### config.mk
export PLATFORM = sky130hd
export DESIGN_NAME = csr_counter_unit
export DESIGN_NICKNAME = d
export VERILOG_FILES = /design/src/rtl/csr_counter_unit.sv
export SDC_FILE = /design/constraint.sdc
export NUM_CORES = 1
export LEC_CHECK = 0
export CELL_PAD_IN_SITES_DETAIL_PLACEMENT = 1
export CELL_PAD_IN_SITES_GLOBAL_PLACEMENT = 2
export CORE_MARGIN = 5
export CORE_UTILIZATION = 33
export DETAILED_ROUTE_END_ITERATION = 10
export PLACE_DENSITY = 0.87
export SYNTH_ARGS = -nofsm -noshare
export SYNTH_HDL_FRONTEND = slang
export SYNTH_SLANG_ARGS = --single-unit
### constraint.sdc
create_clock -name clk -period 7 [get_ports clk]
set_input_delay 1.05 -clock clk [delete_from_list [all_inputs] [get_ports clk]]
set_output_delay 1.05 -clock clk [all_outputs]
set_load 0.01 [all_outputs]
### src/rtl/csr_counter_unit.sv
// Machine counter CSRs (mcycle, minstret, mcountinhibit): combinational decode/read at write-back,
// write commit and counter updates on the same rising edge; no backpressure, one op per cycle.
module csr_counter_unit #(
   parameter int         CNT_W       = 64,
   parameter logic [2:0] INHIBIT_RST = 3'b000
) (
   input  logic             clk,
   input  logic             rst_n,
   input  logic             wb_valid,
   input  logic [31:0]      wb_instr,
   input  logic [31:0]      wb_rs1_val,
   input  logic             instr_retire,
   output logic [CNT_W-1:0] cycle_cnt,
   output logic [CNT_W-1:0] instret_cnt,
   output logic             csr_hit,
   output logic [31:0]      csr_rdata,
   output logic             csr_illegal
);

   localparam logic [6:0]  OPC_SYSTEM  = 7'b1110011;
   localparam logic [11:0] A_MCYCLE    = 12'hB00;
   localparam logic [11:0] A_MCYCLEH   = 12'hB80;
   localparam logic [11:0] A_MINSTRET  = 12'hB02;
   localparam logic [11:0] A_MINSTRETH = 12'hB82;
   localparam logic [11:0] A_MCNTINH   = 12'h320;
   localparam logic [11:0] A_CYCLE     = 12'hC00;
   localparam logic [11:0] A_CYCLEH    = 12'hC80;
   localparam logic [11:0] A_INSTRET   = 12'hC02;
   localparam logic [11:0] A_INSTRETH  = 12'hC82;

   logic [CNT_W-1:0] mcycle_q;
   logic [CNT_W-1:0] minstret_q;
   logic             cy_inh_q;
   logic             ir_inh_q;

   logic [2:0]  funct3;
   logic [4:0]  rs1_fld;
   logic [11:0] csr_addr;
   logic        is_csr;
   logic        wr_intent;
   logic        mapped;
   logic        commit;
   logic [31:0] src_val;
   logic [31:0] old_val;
   logic [31:0] new_val;

   assign funct3    = wb_instr[14:12];
   assign rs1_fld   = wb_instr[19:15];
   assign csr_addr  = wb_instr[31:20];
   // funct3 000 and 100 are not CSR ops: both have funct3[1:0] == 0
   assign is_csr    = (wb_instr[6:0] == OPC_SYSTEM) && (funct3[1:0] != 2'b00);
   assign wr_intent = (funct3[1:0] == 2'b01) || (rs1_fld != 5'd0);
   assign src_val   = funct3[2] ? {27'b0, rs1_fld} : wb_rs1_val;

   always_comb begin
      mapped  = 1'b1;
      old_val = '0;
      case (csr_addr)
         A_MCYCLE,   A_CYCLE:    old_val = mcycle_q[31:0];
         A_MCYCLEH,  A_CYCLEH:   old_val = mcycle_q[CNT_W-1:32];
         A_MINSTRET, A_INSTRET:  old_val = minstret_q[31:0];
         A_MINSTRETH, A_INSTRETH: old_val = minstret_q[CNT_W-1:32];
         A_MCNTINH:              old_val = {29'b0, ir_inh_q, 1'b0, cy_inh_q};
         default:                mapped  = 1'b0;
      endcase
   end

   always_comb begin
      new_val = old_val & ~src_val;
      case (funct3[1:0])
         2'b01:   new_val = src_val;
         2'b10:   new_val = old_val | src_val;
         default: new_val = old_val & ~src_val;
      endcase
   end

   // 0xCxx user aliases are read-only
   assign csr_hit     = is_csr && mapped;
   assign csr_illegal = is_csr && (!mapped || (wr_intent && (csr_addr[11:8] == 4'hC)));
   assign csr_rdata   = csr_hit ? old_val : 32'd0;
   assign commit      = wb_valid && csr_hit && wr_intent && !csr_illegal;

   always_ff @(posedge clk or negedge rst_n) begin
      if (!rst_n) begin
         mcycle_q   <= '0;
         minstret_q <= '0;
         cy_inh_q   <= INHIBIT_RST[0];
         ir_inh_q   <= INHIBIT_RST[2];
      end else begin
         if (commit && csr_addr == A_MCYCLE)
            mcycle_q[31:0] <= new_val;
         else if (commit && csr_addr == A_MCYCLEH)
            mcycle_q[CNT_W-1:32] <= new_val;
         else if (!cy_inh_q)
            mcycle_q <= mcycle_q + CNT_W'(1);

         // a CSR write to minstret suppresses its own retire increment
         if (commit && csr_addr == A_MINSTRET)
            minstret_q[31:0] <= new_val;
         else if (commit && csr_addr == A_MINSTRETH)
            minstret_q[CNT_W-1:32] <= new_val;
         else if (instr_retire && !ir_inh_q)
            minstret_q <= minstret_q + CNT_W'(1);

         if (commit && csr_addr == A_MCNTINH) begin
            cy_inh_q <= new_val[0];
            ir_inh_q <= new_val[2];
         end
      end
   end

   assign cycle_cnt   = mcycle_q;
   assign instret_cnt = minstret_q;

endmodule

# == Word-level counts from Yosys, hierarchy flattened ==
# Index checks and enable logic that the tools add are counted.
# W data, S select, Z words.
# totals
reg_bits,130
input_bits,68
out_inout_bits,162
# op_classes
addsub,2
n_eq_ne,17
mux,13
bitwise_logic,5
reduce_logical,31
# ops
op,count
$mux W32,8
$pmux W32 S5,1
$add A64 B1 Y64 const B,2
$mux W64,2
$eq A12 B12 Y1 const B,8
$pmux W32 S2,1
$and A32 B32 Y32,1
$not A32 Y32,1
$or A32 B32 Y32,1
$logic_and A1 B1 Y1,13
$eq A12 B10 Y1 const B,1
$reduce_or A9 Y1,1
$reduce_and A2 Y1,4
$reduce_or A2 Y1,4
$eq A7 B7 Y1 const B,1
$reduce_bool A2 Y1,3
$reduce_bool A5 Y1,1
$eq A4 B4 Y1 const B,1
$ne A2 B1 Y1 const B,2
$ne A2 B2 Y1 const B,2
$logic_not A1 Y1,3
$eq A2 B1 Y1 const B,1
$eq A2 B2 Y1 const B,1
$logic_or A1 B1 Y1,2
2 further kinds,3

# == Longest topological paths before layout ==
# depth
word_depth,11
depth_mapped,11
mapped_depth_nobuf,8

# == Least setup slack after synthesis ==
# OpenSTA, ideal clock, no wires.
# synth_path
path_type,input-to-output
from,in wb_instr[21]
to,out csr_rdata[20]
arrival_ns,2.647
path_slack_ns,3.303
stages,8
path_buffers,3
path_cell_list,buf_2 > nor4b_1 > clkbuf_1 > buf_2 > nand2_1 > o22a_1 > o221ai_1 > and2_1
# synth_via
elab_chain_len,5
elab_cells_between_ends,18
classes_between,eq/ne (9); mux (3); reduce/logical (6)
# synth_lines
element,line,rtl
from (decl),10,"input logic [31:0] wb_instr,"
$eq A12 B12 Y1 / $eq A12 B10 Y1 (equally long branches),58,case (csr_addr)
$reduce_or A9 Y1 (no line),--,
$mux W1,58,
$logic_and A1 B1 Y1,78,assign csr_hit = is_csr && mapped;
$mux W32 (*),80,assign csr_rdata = csr_hit ? old_val : 32'd0;
to (decl),16,"output logic [31:0] csr_rdata,"
# Mark *: on every way between the ends. The rest lies on a longest branch, timed or not.

# == Final worst setup path ==
# layout_path
from,in wb_instr[29]
to,out csr_rdata[12]
# The elaborated chain is that of the path after synthesis.

==> results.py <==
metrics = {
    "critical_path": {
        "crit_type": "input pin to output pin",
        "arrival_ns": 4.75,
        "path_cells": "clkdlybuf4s50_1 > and4b_1 > o21ai_1 > buf_4 > nor2_1 > a221oi_1 > nor2_1 > clkdlybuf4s50_1",
        "startpoint_type": "input pin",
        "endpoint_kind": "output pin",
        "cp_slowest_cell": "nor2_1",
        "ff2ff_setup_slack_ns": 3.77,
        "worstPathRequired_ns": 5.95,
        "slowest_delay_ns": 0.83,
        "crit_fanout": 17,
        "cp_top_family": "simple AND/OR/NAND/NOR gates",
        "worst-path-buf-inv": 3,
    },
    "logic_synthesis": {
        "yosys.area.top_type": "dfrtp_1",
        "synth_common_cells": "dfrtp_1, nand2_1, nor2_1, clkbuf_1, o21ai_0",
        "yosys_most_used_dff": "dfrtp_1",
        "synthesis.instances": 1279,
        "syn_area_mm2": 0.0105,
        "synth_edf_count": 0,
        "ys_ff_latch": 130,
        "ys_warn_count": 0,
        "avgSynthCellArea_um2": 8.19,
        "ys_top_cells_by_area": "dfrtp_1, nand2_1, mux2i_1",
        "syn_nets": 1352,
        "ys_seq_area_share_pct": 31.0,
        "synth_cell_type_count": 82,
        "synth_top_area_share_pct": 31.0,
        "async_reset_ff_share_pct": 100,
        "synth_most_common_cell": "dfrtp_1",
    },
    "placed_design": {
        "globalplace.congestion": 0.992,
        "dp_hpwl_um": 42600,
        "portBuffers": 224,
    },
    "sta": {
        "maxSlewViolCount": 0,
        "period_needed_ns": 5.80,
        "hold_viol_final": 0,
        "slew_headroom_pct": 6.58,
        "tightest_slew_ns": 1.39,
        "setup_viol": 0,
        "final.setup_skew_ns": 0.0133,
        "max_clock_freq_mhz": 172,
        "rsz0062_at_grt": "false",
        "tns_ns": 0,
        "min_period_over_period_pct": 82.9,
    },
    "route": {
        "wl_um": 56200,
        "via_count": 12800,
        "drc": 0,
        "drt_iter0_drc": 1664,
        "firstDrtPassIters": 8,
        "drtAntennaViolNets": 0,
        "wl_per_cell_um": 29.9,
        "vias_per_cell": 6.79,
    },
    "die": {
        "die_height_um": 188,
        "die_w_um": 188,
        "num_rows": 65,
        "die_area_mm2": 0.0354,
        "initial_core_util_pct": 33.3,
        "ios": 230,
        "core_mm2": 0.0315,
    },
    "finish": {
        "nNetsFinal": 1537,
        "utilization_pct": 43.7,
        "syn2layout_area_growth_pct": 31.2,
        "post_route_cells_drive_above_1_share_pct": 6.70,
    },
    "run_status": {
        "outcome": "complete, no violations",
    },
    "global_routing": {
        "grt_pass1_vias": 12400,
        "grt_first_pass_wirelength_um": 82000,
        "antenna_found_initial": 2,
        "overflow": 0,
        "grt_max_degree": 70,
        "grt_use_total_pct": 30.3,
    },
    "clock_network": {
        "clk_latency_ns": 0.44,
        "cts_made_buffers": 17,
        "ctsResizeCount": 0,
        "cts_setup_buffers": 0,
        "htree_levels": 4,
        "root_buffer": "clkbuf_16",
        "cts_tree": "yes",
        "numClockSinks": 130,
        "ctsHoldBuffers": 0,
        "clk_pin_slew_worst_paths_ns": 0.07,
        "clk_path_buf_depth": 2,
    },
    "flow_run": {
        "maxCapViolCount": 0,
    },
    "pwr": {
        "p_per_area_mw_per_mm2": 155,
        "power_leakage_nw": 4.87,
        "peakVddDrop_uv": 158,
    },
    "min_path": {
        "holdCritPathClass": "input pin to asynchronous set/reset pin",
    },
}
state kept, by name, indices dropped and copies added (netlist names):
| name | count |
|---|---|
| cy_inh_q | 1 |
| instret_cnt | 64 |
| cycle_cnt | 64 |
| ir_inh_q | 1 |
power by group:
group | total, mW | leakage [nW] | internal, mW | switching [mW]
sequential | 0.859 | 1.66 | 0.778 | 0.0806
combinational | 0.303 | 2.92 | 0.139 | 0.165
clock | 0.964 | 0.285 | 0.570 | 0.394
total | 2.13 | 4.87 | 1.49 | 0.639
worst reg2reg max path, cell delays in order (launching register included):
cell and delay, ns:
dfrtp_1 0.58, and4_1 0.34, nand4_1 0.42, nor3_1 0.80
nand2_1 0.36, o311ai_0 0.41, o221ai_1 0.18
cell type report:
cell class,count,area [um2]
Sequential cell,130,3250
Timing Repair Buffer,249,2430
Antenna cell,1,2.50
Multi-Input combinational cell,1037,6850
Inverter,29,109
Fill cell,3731,17700
Clock buffer,19,443
Tap cell,402,503
Clock inverter,13,161
through the flow:
step	std cells	area [um2]	setup WS (ns)	hold WS [ns]	power, mW
2_1_floorplan	1279	10500	3.30	0.530	0.966
3_3_place_gp	1847	13100	1.42	0.601	1.16
3_5_place_dp	1847	13100	1.31	0.616	1.17
4_1_cts	1879	13800	1.28	0.637	2.12
5_1_grt	1879	13800	1.10	0.663	2.18
6_report	1880	13800	1.20	0.620	2.13
per-layer routing:
| layer | vias to the layer above | part of all wire [%] | global-route usage (%) | wire (um) |
|---|---|---|---|---|
| li1 | 5353 | - | - | - |
| met1 | 6524 | 41 | 41.0 | 23200 |
| met2 | 763 | 46 | 48.3 | 25800 |
| met3 | 134 | 8.9 | 5.89 | 5010 |
| met4 | 0 | 3.7 | 11.2 | 2110 |
| met5 | - | 0 | 0 | 0 |
layout by cell type, fill, tap and decap left out, types with 27 or more instances in the layout:
master / netlist / final
nor3_1: 44 / 44
inv_1: 29 / 29
o211ai_1: 37 / 37
a21oi_1: 45 / 44
nand4_1: 50 / 50
nand2_1: 119 / 119
o21ai_0: 65 / 64
nand3_1: 60 / 60
nor2_1: 94 / 92
dfrtp_1: 130 / 130
clkdlybuf4s50_1: 0 / 223
xnor2_1: 28 / 28
mux2i_1: 44 / 44
nor4_1: 28 / 27
path summary, 6_finish.rpt:
check	to	depth (start not counted)	from
max	csr_rdata[12]	8	wb_instr[29]
min	cycle_cnt[6]$_DFFE_PN0P_	1	rst_n
max reg2reg	cycle_cnt[53]$_DFFE_PN0P_	6	cycle_cnt[11]$_DFFE_PN0P_
min reg2reg	instret_cnt[63]$_DFFE_PN0P_	1	instret_cnt[63]$_DFFE_PN0P_
max in group asynchronous	instret_cnt[15]$_DFFE_PN0P_	2	rst_n
min in group clk	instret_cnt[63]$_DFFE_PN0P_	1	instret_cnt[63]$_DFFE_PN0P_
kinds of logic after synthesis:
group / Yosys count / synth area share [%]
simple gates: 563 / 29.6
flops: 130 / 31.0
compound gates: 373 / 25.9
fa+ha+maj: 5 / 0.597
xor+xnor: 44 / 3.68
mux: 52 / 5.06
buf+inv: 112 / 4.17
(Power assumes the default switching activity.)
